[src/rtl/four_12_12_st3_bias_ctrl.sv]
// Bias memory controller.
// A load pass streams bias words from the in_* handshake into an external
// memory, starting at address 0. A read pass fetches words from that memory
// in address order and presents them on the out_* handshake. Read data comes
// back one cycle after the request. A 2-entry output FIFO with a bypass path
// absorbs that data, so a word can appear on out_* in the same cycle it
// returns from memory.
module four_12_12_st3_bias_ctrl #(
   parameter int DEPTH  = 16,
   parameter int ADDR_W = 4,
   parameter int DATA_W = 32
) (
   input  logic              clk,
   input  logic              reset,
   input  logic [ADDR_W:0]   cfg_count,
   input  logic              load_start,
   input  logic              read_start,
   input  logic              in_valid,
   input  logic [DATA_W-1:0] in_data,
   output logic              in_ready,
   output logic              out_valid,
   output logic [DATA_W-1:0] out_data,
   input  logic              out_ready,
   output logic              mem_wr_en,
   output logic [ADDR_W-1:0] mem_wr_addr,
   output logic [DATA_W-1:0] mem_wr_data,
   output logic              mem_rd_en,
   output logic [ADDR_W-1:0] mem_rd_addr,
   input  logic [DATA_W-1:0] mem_rd_data,
   output logic              busy,
   output logic              done,
   output logic              loaded
);

   localparam int CW = ADDR_W + 1;

   typedef enum logic [1:0] {IDLE, LOAD, READ} state_t;

   state_t            state_q, state_d;
   logic [CW-1:0]     cnt_sat, cnt_q;
   logic [CW-1:0]     wr_cnt_q, rd_cnt_q, out_cnt_q;
   logic              inflight_q, loaded_q, done_q;
   logic [DATA_W-1:0] fifo_mem [2];
   logic [1:0]        fifo_cnt_q;
   logic              fifo_wr_idx_q, fifo_rd_idx_q;
   logic [2:0]        occ;
   logic              wr_fire, last_wr, rd_issue, pop, last_pop;
   logic              fifo_push, fifo_pop;
   logic              start_load, start_read, start_empty, pass_end;

   // Requested word count, clipped to the memory size.
   assign cnt_sat = (cfg_count > CW'(DEPTH)) ? CW'(DEPTH) : cfg_count;

   // Write side: each accepted input word becomes one memory write.
   assign in_ready    = (state_q == LOAD) && (wr_cnt_q < cnt_q);
   assign wr_fire     = in_valid && in_ready;
   assign last_wr     = wr_fire && (wr_cnt_q == cnt_q - CW'(1));
   assign mem_wr_en   = wr_fire;
   assign mem_wr_addr = wr_cnt_q[ADDR_W-1:0];
   assign mem_wr_data = in_data;

   // Output side: the FIFO head has priority over data returning from memory.
   // Data on the bypass path is written into the FIFO when it is not popped,
   // so out_data holds steady while out_ready is low.
   assign out_valid = (fifo_cnt_q != 2'd0) || inflight_q;
   assign out_data  = (fifo_cnt_q != 2'd0) ? fifo_mem[fifo_rd_idx_q] :
                      (inflight_q ? mem_rd_data : '0);
   assign pop       = out_valid && out_ready;
   assign last_pop  = pop && (out_cnt_q == cnt_q - CW'(1));
   assign fifo_pop  = pop && (fifo_cnt_q != 2'd0);
   assign fifo_push = inflight_q && !(pop && (fifo_cnt_q == 2'd0));

   // A new read is issued only if its data is sure to have a slot in the FIFO.
   assign occ         = {1'b0, fifo_cnt_q} + {2'b00, inflight_q};
   assign rd_issue    = (state_q == READ) && (rd_cnt_q < cnt_q) &&
                        (occ < (3'd2 + {2'b00, pop}));
   assign mem_rd_en   = rd_issue;
   assign mem_rd_addr = rd_cnt_q[ADDR_W-1:0];

   assign busy   = (state_q != IDLE);
   assign done   = done_q;
   assign loaded = loaded_q;

   // State register.
   always_ff @(posedge clk or negedge reset) begin
      if (!reset) state_q <= IDLE;
      else        state_q <= state_d;
   end

   // Next state and pass start/end strobes. A pass with a zero count finishes in IDLE.
   always_comb begin
      // NOTE: every output of this block gets a default first, so no path can infer a latch.
      state_d     = state_q;
      start_load  = 1'b0;
      start_read  = 1'b0;
      start_empty = 1'b0;
      pass_end    = 1'b0;
      unique case (state_q)
         IDLE: begin
            if (load_start) begin
               start_load = 1'b1;
               if (cnt_sat == '0) start_empty = 1'b1;
               else               state_d     = LOAD;
            end else if (read_start) begin
               start_read = 1'b1;
               if (cnt_sat == '0) start_empty = 1'b1;
               else               state_d     = READ;
            end
         end
         LOAD: begin
            if (last_wr) begin
               state_d  = IDLE;
               pass_end = 1'b1;
            end
         end
         READ: begin
            if (last_pop) begin
               state_d  = IDLE;
               pass_end = 1'b1;
            end
         end
         default: state_d = IDLE;
      endcase
   end

   // Counters, status flags, in-flight tracking and FIFO pointers.
   always_ff @(posedge clk or negedge reset) begin
      if (!reset) begin
         cnt_q         <= '0;
         wr_cnt_q      <= '0;
         rd_cnt_q      <= '0;
         out_cnt_q     <= '0;
         inflight_q    <= 1'b0;
         loaded_q      <= 1'b0;
         done_q        <= 1'b0;
         fifo_cnt_q    <= 2'd0;
         fifo_wr_idx_q <= 1'b0;
         fifo_rd_idx_q <= 1'b0;
      end else begin
         // NOTE: non-blocking assignments here, so every register updates from pre-edge values.
         done_q     <= pass_end || start_empty;
         inflight_q <= rd_issue;
         if (start_load || start_read) begin
            cnt_q     <= cnt_sat;
            wr_cnt_q  <= '0;
            rd_cnt_q  <= '0;
            out_cnt_q <= '0;
         end else begin
            if (wr_fire)  wr_cnt_q  <= wr_cnt_q + CW'(1);
            if (rd_issue) rd_cnt_q  <= rd_cnt_q + CW'(1);
            if (pop)      out_cnt_q <= out_cnt_q + CW'(1);
         end
         if (start_load)   loaded_q <= start_empty;
         else if (last_wr) loaded_q <= 1'b1;
         fifo_cnt_q <= fifo_cnt_q + {1'b0, fifo_push} - {1'b0, fifo_pop};
         if (fifo_push) fifo_wr_idx_q <= ~fifo_wr_idx_q;
         if (fifo_pop)  fifo_rd_idx_q <= ~fifo_rd_idx_q;
      end
   end

   // FIFO storage captures returned data that is not consumed on the bypass path.
   always_ff @(posedge clk) begin
      // NOTE: storage has no reset; fifo_cnt_q gates every read, so stale contents are never visible.
      if (fifo_push) fifo_mem[fifo_wr_idx_q] <= mem_rd_data;
   end

endmodule
[config.mk]
export PLATFORM = sky130hd
export DESIGN_NAME = four_12_12_st3_bias_ctrl
export DESIGN_NICKNAME = d
export VERILOG_FILES = /design/src/rtl/four_12_12_st3_bias_ctrl.sv
export SDC_FILE = /design/constraint.sdc
export NUM_CORES = 1
export LEC_CHECK = 0
export CORE_AREA = 2 2 101 103
export DETAILED_ROUTE_END_ITERATION = 10
export DIE_AREA = 0 0 103 105
export GPL_TIMING_DRIVEN = 0
export HOLD_SLACK_MARGIN = 0.12
export PLACE_DENSITY = 0.84
export SYNTH_ARGS = -nofsm -noshare
export SYNTH_HDL_FRONTEND = slang
export SYNTH_SLANG_ARGS = --single-unit
[constraint.sdc]
create_clock -name clk -period 4 [get_ports clk]
set_clock_uncertainty 0.1 [all_clocks]
set_input_delay 0.4 -clock clk [delete_from_list [all_inputs] [get_ports clk]]
set_output_delay 0.4 -clock clk [all_outputs]
set_load 0.02 [all_outputs]
==> results of run 1 <==
## kinds of logic after synthesis
| logic type | share of synthesized area |
|---|---|
| and+or+nand+nor | 0.110 |
| DFF | 0.556 |
| buffers and inverters | 0.0862 |
| AOI/OAI and AO/OA | 0.0620 |
| muxes | 0.0844 |
| xor gates and xnor gates | 0.0489 |
| adders and majority gates | 0.0526 |
## routing by layer
metal | vias up | share of wire | global-route usage | wire (um)
li1 | 1665 | - | - | -
met1 | 1671 | 0.42 | 0.243 | 4480
met2 | 125 | 0.50 | 0.345 | 5390
met3 | 15 | 0.063 | 0.0502 | 670
met4 | 0 | 0.015 | 0.0639 | 157
met5 | - | 0 | 0 | 0
## how the worst max path moves through the flow
stage,start,endpoint,slack [ns],cells after the start
after floorplan,fifo_cnt_q[1],fifo_mem[0][0],1.28,5
after global placement,out_ready,fifo_mem[0][14],0.34,4
after detailed placement,out_ready,mem_rd_en,0.79,6
after CTS,cnt_q[1],mem_rd_en,0.70,7
after global routing,fifo_cnt_q[1],out_data[17],0.52,6
final,fifo_cnt_q[0],out_data[17],0.73,6
## cells in the final DEF, fill, tap and decap left out, types with 2 or more instances in the layout
cell type          n
nand2b_1           6
and2_1             2
xnor2_1            9
o21ai_1           39
edfxtp_1          64
a21oi_1            4
inv_1             10
xor2_1            12
or3_1              2
nand3_1           33
dfrtp_1           29
nor2_1            13
buf_2              2
xnor2_2            3
mux2i_1           39
nor3_1             2
clkbuf_8           9
nand2_1           18
a21o_1             4
buf_4             41
clkbuf_1          13
clkdlybuf4s50_1  120
bufinv_16          2
nand4_1            8
ha_1              20
buf_1              4
nor2b_1            2
nand3b_1           4
## final cells by class
class	instances	area, sq um	share of cell area
flip-flops and latches	93	2650	0.416
multi-input cells	236	1710	0.269
repair buffers	122	1220	0.191
plain buffers	58	373	0.0586
well taps	133	166	0.0261
clock buffers	10	128	0.0201
clock inverters	6	86.3	0.0136
inverters	10	37.5	0.00590
## sequential cells by signal, summed over array words and instances (netlist names), 2 cells and up
| register | cells |
|---|---|
| fifo_cnt_q | 2 |
| state_q | 2 |
| out_cnt_q | 5 |
| fifo_mem | 64 |
| cnt_q | 5 |
| wr_cnt_q | 5 |
| rd_cnt_q | 5 |
## worst max-delay path, delay by kind of cell, from the launching register on
kind                   cells  cell delay (ns)
flip-flops                 1             0.44
buffers and inverters      3             1.47
AND/OR/NAND/NOR            2             0.36
AO/OA/AOI/OAI              1             0.14
## stage by stage
stage | instances | setup slack (ns) | util | hold WS (ns)
floorplan | 397 | 1.28 | - | 0.00441
global placement | 651 | 0.335 | 0.637 | 0.376
detailed placement | 651 | 0.793 | 0.638 | 0.424
CTS | 667 | 0.701 | 0.660 | 0.443
global route | 668 | 0.517 | 0.660 | 0.478
finish | 668 | 0.728 | 0.660 | 0.442
## where the power goes
group          total, W  switching (W)  internal [W]  leakage (nW)
clock network  0.000677       0.000325      0.000353         0.108
logic           0.00220        0.00122      0.000979          1.45
registers       0.00135       0.000117       0.00123         0.962
total           0.00423        0.00167       0.00256          2.52
==> impl_results.rst, run 1 <==
.. list-table::
   :header-rows: 1

   * - Metric
     - Value
   * - Critical path data required time
     - 3.50 ns
   * - Maximum ir drop on the vdd rail
     - between 0.0004 and 0.0005 V
   * - Max-capacitance violation count
     - 0
   * - Final Total Pwr
     - around 0.0042 W
   * - Final hold vios
     - 0
   * - Syn-to-layout area delta
     - 33.7%
   * - Per-instance average area after synthesis
     - about 12 sq um
   * - Crit-path max cell delay
     - 0.63 ns
   * - Final sum of negative setup slack
     - 0 ns
   * - Number of antenna repair diodes
     - 0
   * - H-tree levels
     - 3
   * - Clock slew at the register clock pins of the worst setup and hold paths
     - around 0.090 ns
   * - Site Rows
     - 36
   * - Final #Nets
     - roughly 630
   * - Pin count of the biggest net entering global routing
     - 33
   * - Outcome
     - finished clean
   * - Overall track demand over capacity in global routing
     - 0.200
   * - DRT Pass-1 Iters
     - 5
   * - Critical path endpoint category
     - output port
   * - TritonCTS clock tree
     - yes
   * - Number of filler instances in the final layout
     - 790
   * - Final standard cell area without fillers
     - approximately 6400 sq um
   * - Worst Tran Pin Value
     - 0.905 ns
   * - Mapped Cells
     - between 300 and 400
   * - Number of global-route vias before repair
     - 3500
   * - Dominant cell by count in the synthesized netlist
     - edfxtp_1
   * - Warnings from Yosys
     - 0
   * - Die extent in x
     - about 100 um
   * - Synth area leader
     - edfxtp_1
   * - Die Ht
     - about 110 um
   * - Routed wire length per instance
     - between 15 and 20 um
   * - Routed Antenna Nets
     - 0
   * - Hold path endpoint
     - state_q[0]
   * - Fmax
     - just over 0.3 GHz
   * - Power per unit of standard cell area
     - approximately 660 nW/um^2
   * - Dominant register cell in the synthesized netlist
     - edfxtp_1
   * - Worst slew margin
     - 0.395
   * - Commonest cells in the synthesized netlist
     - 64 x edfxtp_1, 41 x buf_4, 39 x mux2i_1, 39 x o21ai_1, 33 x nand3_1
   * - Initial antenna violation count
     - 0
   * - Area contributors post-synth
     - edfxtp_1 40%, dfrtp_1 15%, mux2i_1 8.2%
   * - Number of setup violations in the final report
     - 0
   * - Critical Path Fanout Max
     - 10
   * - Area share of the leading cell type in the synthesized netlist
     - 0.404
   * - Weighted congestion reported at the end of routability-driven placement
     - roughly 0.76
   * - Total number of vias
     - 3476
   * - Layout cell share with drive strength beyond 1
     - 0.118
   * - First-pass GRT wire length
     - ~17000 um
   * - Cell at the slowest stage of the critical path
     - clkdlybuf4s50_1
   * - Clk sink count
     - 93
   * - Combined area of all synthesized cells
     - 4760 sq um
   * - Mean number of vias per cell
     - ~5.2
   * - Number of synthesized flops with an enable pin
     - 64
   * - Die Outline Area
     - roughly 11000 sq um
   * - Buffer type at the clock tree root
     - clkbuf_8
   * - Number of nets in the synthesized netlist
     - 492
   * - Share of the yosys chip area belonging to registers
     - 0.556
   * - Crit share post-route
     - 0.818
   * - Post-route DRC
     - 0
   * - Number of buffers added by the clock tree synthesis step
     - 9
   * - Count of boundary I/O pins
     - between 150 and 200
   * - Setup repair after global routing missed its margin
     - false
   * - Cell repeated most along the worst path
     - clkbuf_1
   * - Placement-stage cell area
     - between 6000 and 7000 sq um
   * - Final Critical Period
     - roughly 3.3 ns
   * - R2R Setup Slk
     - around 1.3 ns
   * - Source-to-sink clock delay at the later pin of the worst-skew pair
     - roughly 0.36 ns
   * - Number of cell instances on the worst register-to-register path
     - 8
   * - Startpoint types
     - flop
   * - Core area
     - about 9600 sq um
   * - Launch instance of the worst min-delay path
     - state_q[0]
   * - Hold/Removal Path Class
     - reg2reg
   * - Starting density of the core
     - 0.494
   * - Global route overflow
     - 0
   * - Post-CTS repair timing setup buffer count
     - 0
   * - Post_cts resized
     - 0
   * - Leak
     - approximately 2.5 nW
   * - Flops & latches, synth
     - 93
   * - Number of buffers on the longest clock path
     - 2
   * - CTS Hold Bufs
     - 0
   * - Initial DRC count
     - 142
   * - Final Max Slew Viols
     - 0
   * - Crit Path Class
     - reg2out
   * - Cell breakdown of the critical path
     - nor2_1 > clkbuf_1 > clkbuf_1 > nand3_1 > o21ai_1 > clkdlybuf4s50_1
   * - IO buf count
     - about 120
   * - Data arrival time of the critical path
     - roughly 2.8 ns
   * - Crit Reg-Reg Startpoint
     - cnt_q[0]
   * - Fraction of registers with async set/reset
     - 0.312
   * - Hpwl dp
     - approximately 7900 um
   * - Wire length reported by the detailed router
     - about 11000 um
   * - Cell depth of the worst min-delay path
     - 1
   * - Reg-to-reg critical path endpoint
     - state_q[0]
   * - Unique cell type count in the Yosys netlist
     - 39
Power figures use the tool's default switching activity.
==> run 2, diff against run 1 <==
CORE_AREA = 2 2 104 106   (was 2 2 101 103)
DIE_AREA = 0 0 106 108   (was 0 0 103 105)
PLACE_DENSITY = 0.8   (was 0.84)
clock period = 3.05 ns   (was 4 ns; I/O delays follow)
==> impl_results.rst, run 2 (synthesis gave the netlist of run 1 again) <==
.. list-table::
   :header-rows: 1

   * - Metric
     - Value
   * - Register with the highest flop count
     - fifo_mem
   * - Crit-path max cell delay
     - 0.64 ns (about the same)
   * - Max-capacitance violation count
     - 0 (unchanged)
   * - Maximum ir drop on the vdd rail
     - 0.000506 V (+22%)
   * - Fmax
     - between 0.3 and 0.4 GHz
   * - TritonCTS clock tree
     - yes
   * - Source-to-sink clock delay at the later pin of the worst-skew pair
     - 0.37 ns (about the same)
   * - Critical path endpoint category
     - output port
   * - Site Rows
     - 37 (+2.8%)
   * - Die Outline Area
     - 11400 sq um (+5.9%)
   * - Die Ht
     - 108 um (+2.9%)
   * - Clk sink count
     - 93 (unchanged)
   * - Cell at the slowest stage of the critical path
     - clkdlybuf4s50_1
   * - H-tree levels
     - 3 (unchanged)
   * - Number of buffers on the longest clock path
     - 2 (unchanged)
   * - Wire length reported by the detailed router
     - 10700 um (-0.26%)
   * - Data arrival time of the critical path
     - 2.48 ns (-0.29 ns)
   * - Setup slack of the critical path after layout
     - 0.165 ns (-0.562 ns)
   * - Global routing met1 resource utilization
     - 0.237 (-0.00678)
   * - IO buf count
     - 121 (unchanged)
   * - Pin count of the biggest net entering global routing
     - 33 (unchanged)
   * - Setup repair after global routing missed its margin
     - false
   * - Final Max Slew Viols
     - 0 (unchanged)
   * - Power per unit of standard cell area
     - 861 nW/um^2 (+30%)
   * - Total number of vias
     - 3471 (-0.14%)
   * - Most frequent cells in the layout
     - 119 x clkdlybuf4s50_1, 64 x edfxtp_1, 41 x buf_4
   * - Worst Tran Pin Value
     - 0.945 ns (+0.0393 ns)
   * - Hold/Removal Path Class
     - in2async
   * - Weighted congestion reported at the end of routability-driven placement
     - 0.754 (-0.50%)
   * - Cell breakdown of the critical path
     - nor2_1 > clkbuf_2 > clkbuf_2 > nand3_1 > o21ai_1 > clkdlybuf4s50_1
   * - Number of antenna repair diodes
     - 0 (unchanged)
   * - Routed Antenna Nets
     - 0 (unchanged)
   * - Critical path data required time
     - 2.64 ns (-0.86 ns)
   * - First-pass GRT wire length
     - 16600 um (-1.1%)
   * - Worst slew margin
     - 0.369 (-0.0262)
   * - Crit Path Class
     - reg2out
   * - Cell repeated most along the worst path
     - clkbuf_2
   * - Clock slew at the register clock pins of the worst setup and hold paths
     - 0.10 ns (about the same)
   * - Layout cell share with drive strength beyond 1
     - 0.138 (+0.0206)
   * - Number of buffers added by the clock tree synthesis step
     - 9 (unchanged)
   * - Routed wire length per instance
     - 15.9 um (-0.71%)
   * - Layer with the highest usage
     - met2
   * - Global route overflow
     - 0 (unchanged)
   * - DP Worst Slack
     - 0.0695 ns (-0.723 ns)
   * - Hpwl dp
     - 7620 um (-3.0%)
   * - Final hold vios
     - 0 (unchanged)
   * - Initial DRC count
     - 212 (+49%)
   * - Critical Path Fanout Max
     - 10 (unchanged)
   * - Number of standard cells in the layout, taps in and fillers out
     - 671 (+0.45%)
   * - Leak
     - 2.54 nW (+0.68%)
   * - Met2 GRT Util
     - 0.323 (-0.0225)
   * - Largest delay share family, worst path
     - buffers and inverters
   * - Syn-to-layout area delta
     - 33.8% (about the same)
   * - Core area
     - 10200 sq um (+6.1%)
   * - Overall track demand over capacity in global routing
     - 0.185 (-0.0153)
   * - Number of setup violations in the final report
     - 0 (unchanged)
   * - Number of filler instances in the final layout
     - 792 (+0.25%)
   * - Final Critical Period
     - roughly 2.9 ns
   * - DRT Pass-1 Iters
     - 5 (unchanged)
   * - Outcome
     - finished clean
   * - Starting density of the core
     - 0.465 (-0.0286)
   * - Count of boundary I/O pins
     - 154 (unchanged)
   * - Post-route DRC
     - 0 (unchanged)
   * - Crit share post-route
     - 0.946
   * - Final #Nets
     - 625 (unchanged)
   * - Mean number of vias per cell
     - 5.17 (-0.59%)
   * - Cell count after placement
     - 654 (+0.46%)
   * - Buf/Inv on CP
     - 3 (unchanged)
   * - Met3 track demand over resource in global routing
     - 0.0313 (-0.0188)
   * - Buffer type at the clock tree root
     - clkbuf_8
   * - Initial antenna violation count
     - 0 (unchanged)
   * - Die extent in x
     - 106 um (+2.9%)
   * - Startpoint types
     - flop
   * - Commonest non-fill, non-tap cell in the layout
     - clkdlybuf4s50_1
   * - Number of global-route vias before repair
     - 3393 (-3.1%)
   * - Max reg flops
     - 64 (unchanged)
==> run 2: cell types whose count changed in the layout (fill, tap and decap cells not counted), sizes merged <==
| cell | before | now |
|---|---|---|
| clkinvlp | 0 | 1 |
| clkdlybuf4s50 | 120 | 119 |
| inv | 11 | 16 |
| dlygate4sd2 | 0 | 1 |
| buf | 47 | 45 |
| bufinv | 2 | 0 |
| clkinv | 3 | 0 |
| clkbuf | 22 | 23 |
==> run 2: final cells by class <==
class | instances | area [sq um] | area share
Timing Repair Buffer | 122 | 1210 | 0.191
Clock buffer | 9 | 124 | 0.0195
Buffer | 58 | 384 | 0.0603
Sequential cell | 93 | 2650 | 0.416
Clock inverter | 7 | 70.1 | 0.0110
Inverter | 10 | 37.5 | 0.00590
Tap cell | 136 | 170 | 0.0267
Multi-Input combinational cell | 236 | 1720 | 0.270
==> run 2: layer usage <==
layer,part of all wire,wire length [um],vias up
li1,-,-,1659
met1,0.41,4400,1670
met2,0.52,5540,131
met3,0.057,607,11
met4,0.012,123,0
met5,0,0,-
==> run 2: per-stage QoR <==
| stage | hold slack (ns) | power (W) | TNS, ns | util | cell area (sq um) |
|---|---|---|---|---|---|
| detailed placement | 0.443 | 0.00468 | 0 | 0.601 | 6150 |
| CTS | 0.417 | 0.00551 | 0 | 0.621 | 6350 |
| finish | 0.387 | 0.00548 | 0 | 0.622 | 6370 |
| global placement | 0.374 | 0.00459 | -17.67 | 0.600 | 6140 |
| floorplan | -0.0906 | 0.00359 | 0 | - | 4760 |
| global route | 0.431 | 0.00583 | 0 | 0.622 | 6370 |
==> run 2: power by group <==
part           leakage (nW)  internal, W  switching (W)
clock network        0.0981     0.000325       0.000492
registers             0.962      0.00161       0.000154
logic                  1.48      0.00129        0.00161
total                  2.54      0.00323        0.00225
==> run 2: final timing paths <==
path | cells past startpoint | start | end | slack, ns
min in group clk | 3 | cfg_count[3] | cnt_q[3] | 0.43
hold / removal | 2 | reset | rd_cnt_q[1] | 0.39
setup / recovery | 6 | fifo_cnt_q[0] | out_data[30] | 0.17
hold reg to reg | 1 | state_q[0] | state_q[0] | 0.45
max in group asynchronous | 2 | reset | out_cnt_q[3] | 2.00
setup reg to reg | 8 | cnt_q[0] | state_q[0] | 0.43
==> run 2: worst reg2reg max path, cell delays in order, from the launching register on <==
cell and delay (ns):
dfrtp_1 0.46, inv_1 0.11, ha_1 0.22, nor3b_1 0.32, xnor2_2 0.18, xor2_1 0.17, nand4_1 0.18, a221o_1 0.43
mux2_1 0.32
==> run 2: timing repair <==
item                                    4_1_cts  5_1_grt
buffers inserted                              0        0
endpoints found under the hold margin         0       29
gates resized for setup                       6        8
hold buffers                                  0        1
endpoints found under the setup margin       29       29
